## config.mk

```make
export PLATFORM = sky130hd
export DESIGN_NAME = spi_cmd_slave_flat
export DESIGN_NICKNAME = d
export VERILOG_FILES = /design/src/rtl/spi_cmd_slave_if.sv /design/src/rtl/spi_cmd_slave.sv /design/src/flat_wrapper.sv
export SDC_FILE = /design/constraint.sdc
export NUM_CORES = 1
export LEC_CHECK = 0
export ABC_AREA = 1
export BUFFER_PORTS_ARGS = -buffer_cell sky130_fd_sc_hd__buf_2
export CORE_UTILIZATION = 57
export CTS_BUF_LIST = sky130_fd_sc_hd__clkbuf_4
export DETAILED_ROUTE_END_ITERATION = 10
export GPL_ROUTABILITY_DRIVEN = 0
export PLACE_DENSITY_LB_ADDON = 0.2
export SYNTH_ARGS = -nofsm -noshare
export SYNTH_HDL_FRONTEND = slang
export SYNTH_SLANG_ARGS = --single-unit
```

## constraint.sdc

```tcl
create_clock -name clk -period 2.77 [get_ports clk]
set_clock_uncertainty 0.15 [all_clocks]
set_input_delay 0.277 -clock clk [delete_from_list [all_inputs] [get_ports clk]]
set_output_delay 0.277 -clock clk [all_outputs]
set_load 0.005 [all_outputs]
```

## src/rtl/spi_cmd_slave_if.sv

```systemverilog
// Byte-wide memory/register port between spi_cmd_slave (master) and the
// decoder-side storage it writes and reads (slave).
interface spi_cmd_slave_if #(
    parameter int ADDR_W = 16
);
    logic              wr_en;
    logic [ADDR_W-1:0] wr_addr;
    logic [7:0]        wr_data;
    logic              rd_req;
    logic [ADDR_W-1:0] rd_addr;
    logic [7:0]        rd_data;

    modport master (output wr_en, wr_addr, wr_data, rd_req, rd_addr, input rd_data);
    modport slave  (input wr_en, wr_addr, wr_data, rd_req, rd_addr, output rd_data);
endinterface

```

## src/rtl/spi_cmd_slave.sv

```systemverilog
// SPI mode-0 command slave: WRITE/READ/STATUS frames onto a byte-wide port.
// Define SPI_READBACK_EN to build the READ (0x03) / STATUS (0x05) return path.
module spi_cmd_slave #(
    parameter int SYNC_STAGES = 2,
    parameter int ADDR_W      = 16
) (
    input  logic                   clk,
    input  logic                   rst_n,
    input  logic                   spi_sck,
    input  logic                   spi_ss,
    input  logic                   spi_si,
    output logic                   spi_so,
    spi_cmd_slave_if.master        mem,
    input  logic [7:0]             status_in,
    output logic                   busy,
    output logic                   frame_err
);
    localparam int SL = SYNC_STAGES + 1;

    localparam logic [2:0] IDLE   = 3'd0;
    localparam logic [2:0] OPCODE = 3'd1;
    localparam logic [2:0] ADDR_H = 3'd2;
    localparam logic [2:0] ADDR_L = 3'd3;
    localparam logic [2:0] WDATA  = 3'd4;
    localparam logic [2:0] RDATA  = 3'd5;
    localparam logic [2:0] STAT   = 3'd6;
    localparam logic [2:0] IGNORE = 3'd7;

    localparam logic [7:0] OP_WRITE = 8'h02;
`ifdef SPI_READBACK_EN
    localparam logic [7:0] OP_READ  = 8'h03;
    localparam logic [7:0] OP_STAT  = 8'h05;
`endif

    logic [SL-1:0]          sck_sync, ss_sync;
    logic [SYNC_STAGES-1:0] si_sync;
    logic [2:0]             state;
    logic [2:0]             bit_cnt;
    logic                   armed, is_wr;
    logic [6:0]             rx_sr;
    logic [7:0]             addr_h;
    logic [ADDR_W-1:0]      addr;
    logic                   sck_rise, sck_fall, ss_rise, ss_fall, byte_done, addr_inc;
    logic [7:0]             rx_byte;
`ifdef SPI_READBACK_EN
    logic                   cap_tx, cap_pf, so_q, tx_active;
    logic [7:0]             tx_sr, pf_q, stat_q;
`endif

    // Edges come from the last two synchronizer stages; an extra stage holds the previous level
    always_comb begin
        sck_rise  = sck_sync[SL-2] & ~sck_sync[SL-1];
        sck_fall  = ~sck_sync[SL-2] & sck_sync[SL-1];
        ss_rise   = armed & ss_sync[SL-2] & ~ss_sync[SL-1];
        ss_fall   = armed & ~ss_sync[SL-2] & ss_sync[SL-1];
        rx_byte   = {rx_sr, si_sync[SYNC_STAGES-1]};
        byte_done = (state != IDLE) && sck_rise && (bit_cnt == 3'd7);
        addr_inc  = byte_done && (state == WDATA);
`ifdef SPI_READBACK_EN
        addr_inc  = addr_inc || cap_tx || cap_pf;
`endif
    end

    // A frame only starts after ss has been seen high since reset
    assign busy = armed & ~ss_sync[SL-2];

    always_ff @(posedge clk or negedge rst_n) begin
        if (!rst_n) begin
            sck_sync     <= '0;
            ss_sync      <= '0;
            si_sync      <= '0;
            armed        <= 1'b0;
            state        <= IDLE;
            bit_cnt      <= 3'd0;
            is_wr        <= 1'b0;
            frame_err    <= 1'b0;
            mem.wr_en    <= 1'b0;
            mem.wr_addr  <= '0;
            mem.wr_data  <= 8'h00;
`ifdef SPI_READBACK_EN
            mem.rd_req   <= 1'b0;
            mem.rd_addr  <= '0;
            cap_tx       <= 1'b0;
            cap_pf       <= 1'b0;
            so_q         <= 1'b0;
`endif
        end else begin
            sck_sync  <= {sck_sync[SL-2:0], spi_sck};
            ss_sync   <= {ss_sync[SL-2:0], spi_ss};
            si_sync   <= {si_sync[SYNC_STAGES-2:0], spi_si};
            mem.wr_en <= 1'b0;
            frame_err <= 1'b0;
            if (ss_sync[SL-2])
                armed <= 1'b1;
`ifdef SPI_READBACK_EN
            mem.rd_req <= 1'b0;
            cap_tx     <= 1'b0;
            cap_pf     <= 1'b0;
            // First read byte lands in tx; its successor is prefetched right away
            if (cap_tx) begin
                cap_pf      <= 1'b1;
                mem.rd_req  <= 1'b1;
                mem.rd_addr <= addr + ADDR_W'(1);
            end
            if (tx_active && sck_fall)
                so_q <= tx_sr[7];
            if (ss_fall)
                so_q <= 1'b0;
`endif
            if (state == IDLE) begin
                if (ss_fall) begin
                    state   <= OPCODE;
                    bit_cnt <= 3'd0;
                end
            end else begin
                if (sck_rise)
                    bit_cnt <= bit_cnt + 3'd1;
                if (byte_done) begin
                    case (state)
                        OPCODE: begin
                            if (rx_byte == OP_WRITE) begin
                                is_wr <= 1'b1;
                                state <= ADDR_H;
                            end
`ifdef SPI_READBACK_EN
                            else if (rx_byte == OP_READ) begin
                                is_wr <= 1'b0;
                                state <= ADDR_H;
                            end else if (rx_byte == OP_STAT) begin
                                state <= STAT;
                            end
`endif
                            else begin
                                state <= IGNORE;
                            end
                        end
                        ADDR_H: state <= ADDR_L;
                        ADDR_L: begin
                            if (is_wr) begin
                                state <= WDATA;
                            end else begin
`ifdef SPI_READBACK_EN
                                state       <= RDATA;
                                mem.rd_req  <= 1'b1;
                                mem.rd_addr <= ADDR_W'({addr_h, rx_byte});
                                cap_tx      <= 1'b1;
`else
                                state       <= IGNORE;
`endif
                            end
                        end
                        WDATA: begin
                            mem.wr_en   <= 1'b1;
                            mem.wr_addr <= addr;
                            mem.wr_data <= rx_byte;
                        end
`ifdef SPI_READBACK_EN
                        RDATA: begin
                            mem.rd_req  <= 1'b1;
                            mem.rd_addr <= addr;
                            cap_pf      <= 1'b1;
                        end
`endif
                        default: ;
                    endcase
                end
                // A byte completing on the same clk as ss rise still counts
                if (ss_rise) begin
                    state     <= IDLE;
                    bit_cnt   <= 3'd0;
                    frame_err <= (bit_cnt != 3'd0) && !byte_done;
                end
            end
        end
    end

    // Datapath registers: no reset, qualified entirely by control state
    always_ff @(posedge clk) begin
        if ((state != IDLE) && sck_rise)
            rx_sr <= rx_byte[6:0];
        if (byte_done && (state == ADDR_H))
            addr_h <= rx_byte;
        if (byte_done && (state == ADDR_L))
            addr <= ADDR_W'({addr_h, rx_byte});
        else if (addr_inc)
            addr <= addr + ADDR_W'(1);
`ifdef SPI_READBACK_EN
        if (cap_pf)
            pf_q <= mem.rd_data;
        if (byte_done && (state == OPCODE))
            stat_q <= status_in;
        if (cap_tx)
            tx_sr <= mem.rd_data;
        else if (byte_done && (state == OPCODE))
            tx_sr <= status_in;
        else if (byte_done && (state == RDATA))
            tx_sr <= pf_q;
        else if (byte_done && (state == STAT))
            tx_sr <= stat_q;
        else if (tx_active && sck_fall)
            tx_sr <= {tx_sr[6:0], 1'b0};
`endif
    end

`ifdef SPI_READBACK_EN
    assign tx_active = (state == RDATA) || (state == STAT);
    assign spi_so    = tx_active & so_q;
`else
    logic unused_ok;
    assign unused_ok   = ^{status_in, mem.rd_data};
    assign spi_so      = 1'b0;
    assign mem.rd_req  = 1'b0;
    assign mem.rd_addr = '0;
`endif
endmodule
```

## src/flat_wrapper.sv

```systemverilog
// flat-port wrapper written by rule: the top's interface ports become plain ports
module spi_cmd_slave_flat 
#(
    parameter int SYNC_STAGES = 2,
    parameter int ADDR_W      = 16
)
  (clk, rst_n, spi_sck, spi_ss, spi_si, spi_so, status_in, busy, frame_err, mem_wr_en, mem_wr_addr, mem_wr_data, mem_rd_req, mem_rd_addr, mem_rd_data);
  spi_cmd_slave_if #(.ADDR_W(ADDR_W)) mem_i ();
  input  logic clk;
  input  logic rst_n;
  input  logic spi_sck;
  input  logic spi_ss;
  input  logic spi_si;
  output logic spi_so;
  input  logic [7:0] status_in;
  output logic busy;
  output logic frame_err;
  output wire logic [$bits(mem_i.wr_en)-1:0] mem_wr_en;
  output wire logic [$bits(mem_i.wr_addr)-1:0] mem_wr_addr;
  output wire logic [$bits(mem_i.wr_data)-1:0] mem_wr_data;
  output wire logic [$bits(mem_i.rd_req)-1:0] mem_rd_req;
  output wire logic [$bits(mem_i.rd_addr)-1:0] mem_rd_addr;
  input wire logic [$bits(mem_i.rd_data)-1:0] mem_rd_data;
  assign mem_wr_en = mem_i.wr_en;
  assign mem_wr_addr = mem_i.wr_addr;
  assign mem_wr_data = mem_i.wr_data;
  assign mem_rd_req = mem_i.rd_req;
  assign mem_rd_addr = mem_i.rd_addr;
  assign mem_i.rd_data = mem_rd_data;
  spi_cmd_slave #(.SYNC_STAGES(SYNC_STAGES), .ADDR_W(ADDR_W)) u_core (.clk(clk), .rst_n(rst_n), .spi_sck(spi_sck), .spi_ss(spi_ss), .spi_si(spi_si), .spi_so(spi_so), .mem(mem_i), .status_in(status_in), .busy(busy), .frame_err(frame_err));
endmodule
```

# Word-level counts from Yosys, hierarchy flattened
# Index checks and enable logic that the tools add are counted.
# totals
latch_bits,0
register_bits,73
rom_bits,0
memories,0
mem_bits_rw,0
wordCells,68
# classes
div,0
shifts,0
order_cmp,0
addsub,2
reduce_logical,18
eq_ne,7
mul,0
bitwise,9
muxes,18
# op_table
operator,count
16-bit two-way mux,2
3-bit two-way mux,9
"16-bit by 1-bit adder with 16-bit output, second input constant",1
3-bit nonzero test,4
3-bit one-hot mux with 3 select lines,1
"8-bit by 2-bit equality test with 1-bit output, second input constant",1
"3-bit by 2-bit equality test with 1-bit output, second input constant",2
"3-bit equality test, second input constant",2
1-bit logical AND,6
3-bit AND reduction,2
1-bit bitwise AND,5
1-bit two-way mux,5
5-bit nonzero test,1
1-bit inverter,4
4-bit AND reduction,1
"3-bit by 1-bit adder with 3-bit output, second input constant",1
"3-bit by 1-bit equality test with 1-bit output, second input constant",1
3-bit logical NOT,1
2-bit two-way mux,1
"2-bit by 1-bit inequality test with 1-bit output, second input constant",1
2-bit AND reduction,1
2-bit nonzero test,1
1-bit logical NOT,1

# Longest topological paths before layout
# depth
ltp_word,8
mapped_depth,9
depth_no_buf,9

# Worst setup path before layout
# Ideal clock, no wire load.
# synth_path
path_type,register -> register
start,reg u_core.bit_cnt[0]
end,reg u_core.addr[0] (enable)
setup_ns,0.362
stages_incl_launch_ff,8
period_less_slack_ns,2.024
n_path_buf,1
t_required_ns,2.258
arrival_ns,1.512
slack_ns,0.746
cell_sequence,dfrtp_1 -> ha_1 -> ha_1 -> inv_1 -> nor2_8 -> nand2_2 -> buf_6 -> nand2_1
# synth_via
elab_chain_cells,4
elab_cells_between_ends,5
classes_between,1 x eq/ne; 4 x reduce/logical
# synth_lines
element,line_no,rtl
start: declaration,spi_cmd_slave.sv:38,logic [2:0] bit_cnt;
start signal: assignment,spi_cmd_slave.sv:117,bit_cnt <= bit_cnt + 3'd1;
3-bit equality test *,spi_cmd_slave.sv:57,byte_done = (state != IDLE) && sck_rise && (bit_cnt == 3'd7);
1-bit logical AND *,spi_cmd_slave.sv:57,
"1-bit logical AND, on equally long branches","spi_cmd_slave.sv:183, spi_cmd_slave.sv:58",
2-bit nonzero test (no line) *,--,
end signal: assignment,spi_cmd_slave.sv:184,"addr <= ADDR_W'({addr_h, rx_byte});"
end signal: assignment,spi_cmd_slave.sv:186,addr <= addr + ADDR_W'(1);
end: declaration,spi_cmd_slave.sv:42,logic [ADDR_W-1:0] addr;
# Mark *: on every way between the ends. The rest lies on a longest branch, timed or not.
# A chain may end at the register's enable or synchronous reset.

# Worst setup path after layout
# layout_path
start,reg u_core.bit_cnt[0]
end,reg u_core.addr[13] (enable)
# Same word-level chain as after synthesis.

==> flow_metrics.env <==
export IMPL_status="finished, final reports clean"
export IMPL_top_layer="met4"
export IMPL_synth_xor_area_share=0.0127
export IMPL_io_pins=66
export IMPL_synth_top_area_cell="dfrtp_1"
export IMPL_post_route_min_period_ps=2020
export IMPL_p_comb_frac=0.120
export IMPL_num_rows=27
export IMPL_tightest_slew_ps=916
export IMPL_seq_area_sq_mm=0.00198
export IMPL_yosysSeqAreaShare=0.577
export IMPL_num_fill_cells=460
export IMPL_setup_worst_path_start_class="register"
export IMPL_core_area_sq_mm=0.00564
export IMPL_cts_tree="done"
export IMPL_post_synth_top_count_cell="nand2_1"
export IMPL_die_x_microns=79.6
export IMPL_p_int_mw=1.54
export IMPL_grt_antenna_before_repair=0
export IMPL_antenna_cells=0
export IMPL_via_per_inst=4.95
export IMPL_post_cts_resized=0
export IMPL_drt_met1_wl_microns=2520
export IMPL_grt_overflow_total=0
export IMPL_synth_top_family_by_area="simple AND/OR/NAND/NOR gates"
export IMPL_wl_met2_microns=3020
export IMPL_synth_mux_area_frac=0
export IMPL_synthTopCellsByArea="dfrtp_1 (31%), edfxtp_1 (27%), nand2_1 (11%)"
export IMPL_synth_area_sq_mm=0.00344
export IMPL_vdd_drop_max_mv=0.377
export IMPL_wire_per_inst_microns=12.7
export IMPL_period_share=0.728
export IMPL_cts_buffers=9
export IMPL_relSlewSlack=0.389
export IMPL_path_class="reg2reg"
export IMPL_vias=2316
export IMPL_synth_edff_count=31
export IMPL_end_kind="register"
export IMPL_p_clk_frac=0.304
export IMPL_cts_sinks=73
export IMPL_cts_max_level=3
export IMPL_root_buffer="clkbuf_4"
export IMPL_grt_max_degree=43
export IMPL_nets=416
export IMPL_routed_wl_microns=5940
export IMPL_synthSimpleGateAreaFrac=0.224
export IMPL_setup_viol=0
export IMPL_cts_path_max_buffers=2
export IMPL_cts_hold_fix_buffers=4
export IMPL_drt_initial_drc_count=127
export IMPL_clkTransAtPathRegs_ps=120
export IMPL_synthAdderAreaFrac=0.0146
export IMPL_hpwlAfterDp_microns=4230
export IMPL_die_area_sq_mm=0.00634
export IMPL_synth_compound_gate_area_share=0.0710
export IMPL_area_growth_pct=9.65
export IMPL_synth_cell_types=28
export IMPL_p_sw_frac=0.288
export IMPL_maxSlewViolCount=0
export IMPL_cap_violations=0
export IMPL_clk_latency_ps=410
export IMPL_drc_errors=0
export IMPL_final_hold_violation_count=0
export IMPL_utilization=0.668
export IMPL_synth_ff_type="dfrtp_1"
export IMPL_syn_area_per_cell_sq_um=9.90
export IMPL_post_cts_buffers=0
export IMPL_multi_input_area_sq_mm=0.00118
export IMPL_cp_max_fo=17
export IMPL_power_switching_mw=0.625
export IMPL_drive_above_1_share=0.242
export IMPL_dr_wl_met3_microns=235
export IMPL_yosysWarningCount=0
export IMPL_dr_pass1_iters=4
export IMPL_synthCells=347
export IMPL_required_ps=2800
export IMPL_dieHeight_microns=79.6
export IMPL_min_path_type="reg2reg"
export IMPL_async_flop_share=0.575
export IMPL_cp_arrival_ps=2040
export IMPL_power_density_mw_per_mm2=575
export IMPL_fmax_mhz=496
export IMPL_netlist_area_leader_share=0.306
export IMPL_io_buffers=31
export IMPL_finalSetupTns_ps=0
export IMPL_rsz0062_at_grt="no"
export IMPL_track_usage=0.214
export IMPL_start_util=0.609
export IMPL_power_frac_seq=0.575
export IMPL_ant_nets=0
export IMPL_yosys_top_cells_count="nand2_1 (99), dfrtp_1 (42), inv_1 (35)"
export IMPL_synth_seq_cells=73
export IMPL_grt_pass1_wl_microns=9940
export IMPL_grt_pass1_vias=2206
export IMPL_p_leak_nw=1.92
[cells by family after synthesis]
| group | count (synthesis) |
|---|---|
| XOR/XNOR | 5 |
| adder cells (fa/ha/maj) | 4 |
| flip-flops | 73 |
| buffers and inverters | 61 |
| other | 1 |
| AO/OA/AOI/OAI | 34 |
| AND/OR/NAND/NOR | 169 |
[worst paths after layout]
path	from	to	slack (ps)	cells after the start
worst min-delay path	u_core.si_sync[0]$_DFF_PN0_	u_core.si_sync[1]$_DFF_PN0_	210	0
min in group asynchronous	rst_n	u_core.mem.wr_addr[8]$_DFFE_PN0P_	380	2
worst max register to register	u_core.bit_cnt[0]$_DFFE_PN0P_	u_core.addr[13]$_DFFE_PP_	750	7
max in group asynchronous	rst_n	u_core.mem.wr_data[0]$_DFFE_PN0P_	1520	2
worst min register to register	u_core.si_sync[0]$_DFF_PN0_	u_core.si_sync[1]$_DFF_PN0_	210	0
worst max-delay path	u_core.bit_cnt[0]$_DFFE_PN0P_	u_core.addr[13]$_DFFE_PP_	750	7
[critical path, stage by stage (launching register included)]
cell and delay [ps]:
dfrtp_1 410, ha_1 210, ha_1 170, inv_1 170
nor2_8 70, nand2_2 280, nand2_1 130, buf_4 200
[layout by cell type (no fill, tap or decap), types with 4 or more instances in the layout]
master	Yosys	final
buf_2	0	31
buf_4	18	4
clkbuf_4	0	9
conb_1	1	18
dfrtp_1	42	42
dlygate4sd3_1	0	4
edfxtp_1	31	31
ha_1	4	4
inv_1	35	35
nand2_1	99	99
nand2_2	16	16
nand3_1	18	18
nor2_1	22	22
o21ai_0	4	4
o21ai_1	7	7
o21ai_2	18	18
xor2_1	5	5
[cell type report]
cell class	instances	area share
flip-flops and latches	73	0.526
multi-input cells	230	0.312
repair buffers	40	0.0651
inverters	37	0.0369
well taps	72	0.0239
clock buffers	9	0.0179
clock inverters	7	0.0179
[through the flow]
| stage | instances | hold slack, ps | cell area [sq um] | setup slack, ps | power (mW) |
|---|---|---|---|---|---|
| 2_1_floorplan | 364 | -169 | 3500 | 746 | 1.46 |
| 3_3_place_gp | 448 | 183 | 3590 | 784 | 1.51 |
| 3_5_place_dp | 448 | 187 | 3590 | 760 | 1.53 |
| 4_1_cts | 468 | 216 | 3770 | 739 | 2.19 |
| 5_1_grt | 468 | 220 | 3770 | 602 | 2.28 |
| 6_report | 468 | 212 | 3770 | 754 | 2.17 |
[per-layer routing]
layer | global-route usage | up-vias
met2 | 0.361 | 59
met5 | 0 | -
met4 | 0.131 | 0
met1 | 0.246 | 1079
met3 | 0.0514 | 11
li1 | - | 1167
[power groups by stage]
| stage | clock network, mW | logic [mW] | registers [mW] |
|---|---|---|---|
| 2_1_floorplan | 0 | 0.210 | 1.25 |
| 3_3_place_gp | 0 | 0.241 | 1.26 |
| 6_report | 0.659 | 0.261 | 1.25 |
| 3_5_place_dp | 0 | 0.257 | 1.27 |
| 4_1_cts | 0.678 | 0.262 | 1.25 |
| 5_1_grt | 0.726 | 0.301 | 1.25 |
[registers in the layout (all words and copies together), names as in the netlist, 7 cells and up]
name,cells
u_core.addr,16
u_core.mem.wr_addr,16
u_core.addr_h,8
u_core.mem.wr_data,8
u_core.rx_sr,7
Power figures use the tool's default switching activity.
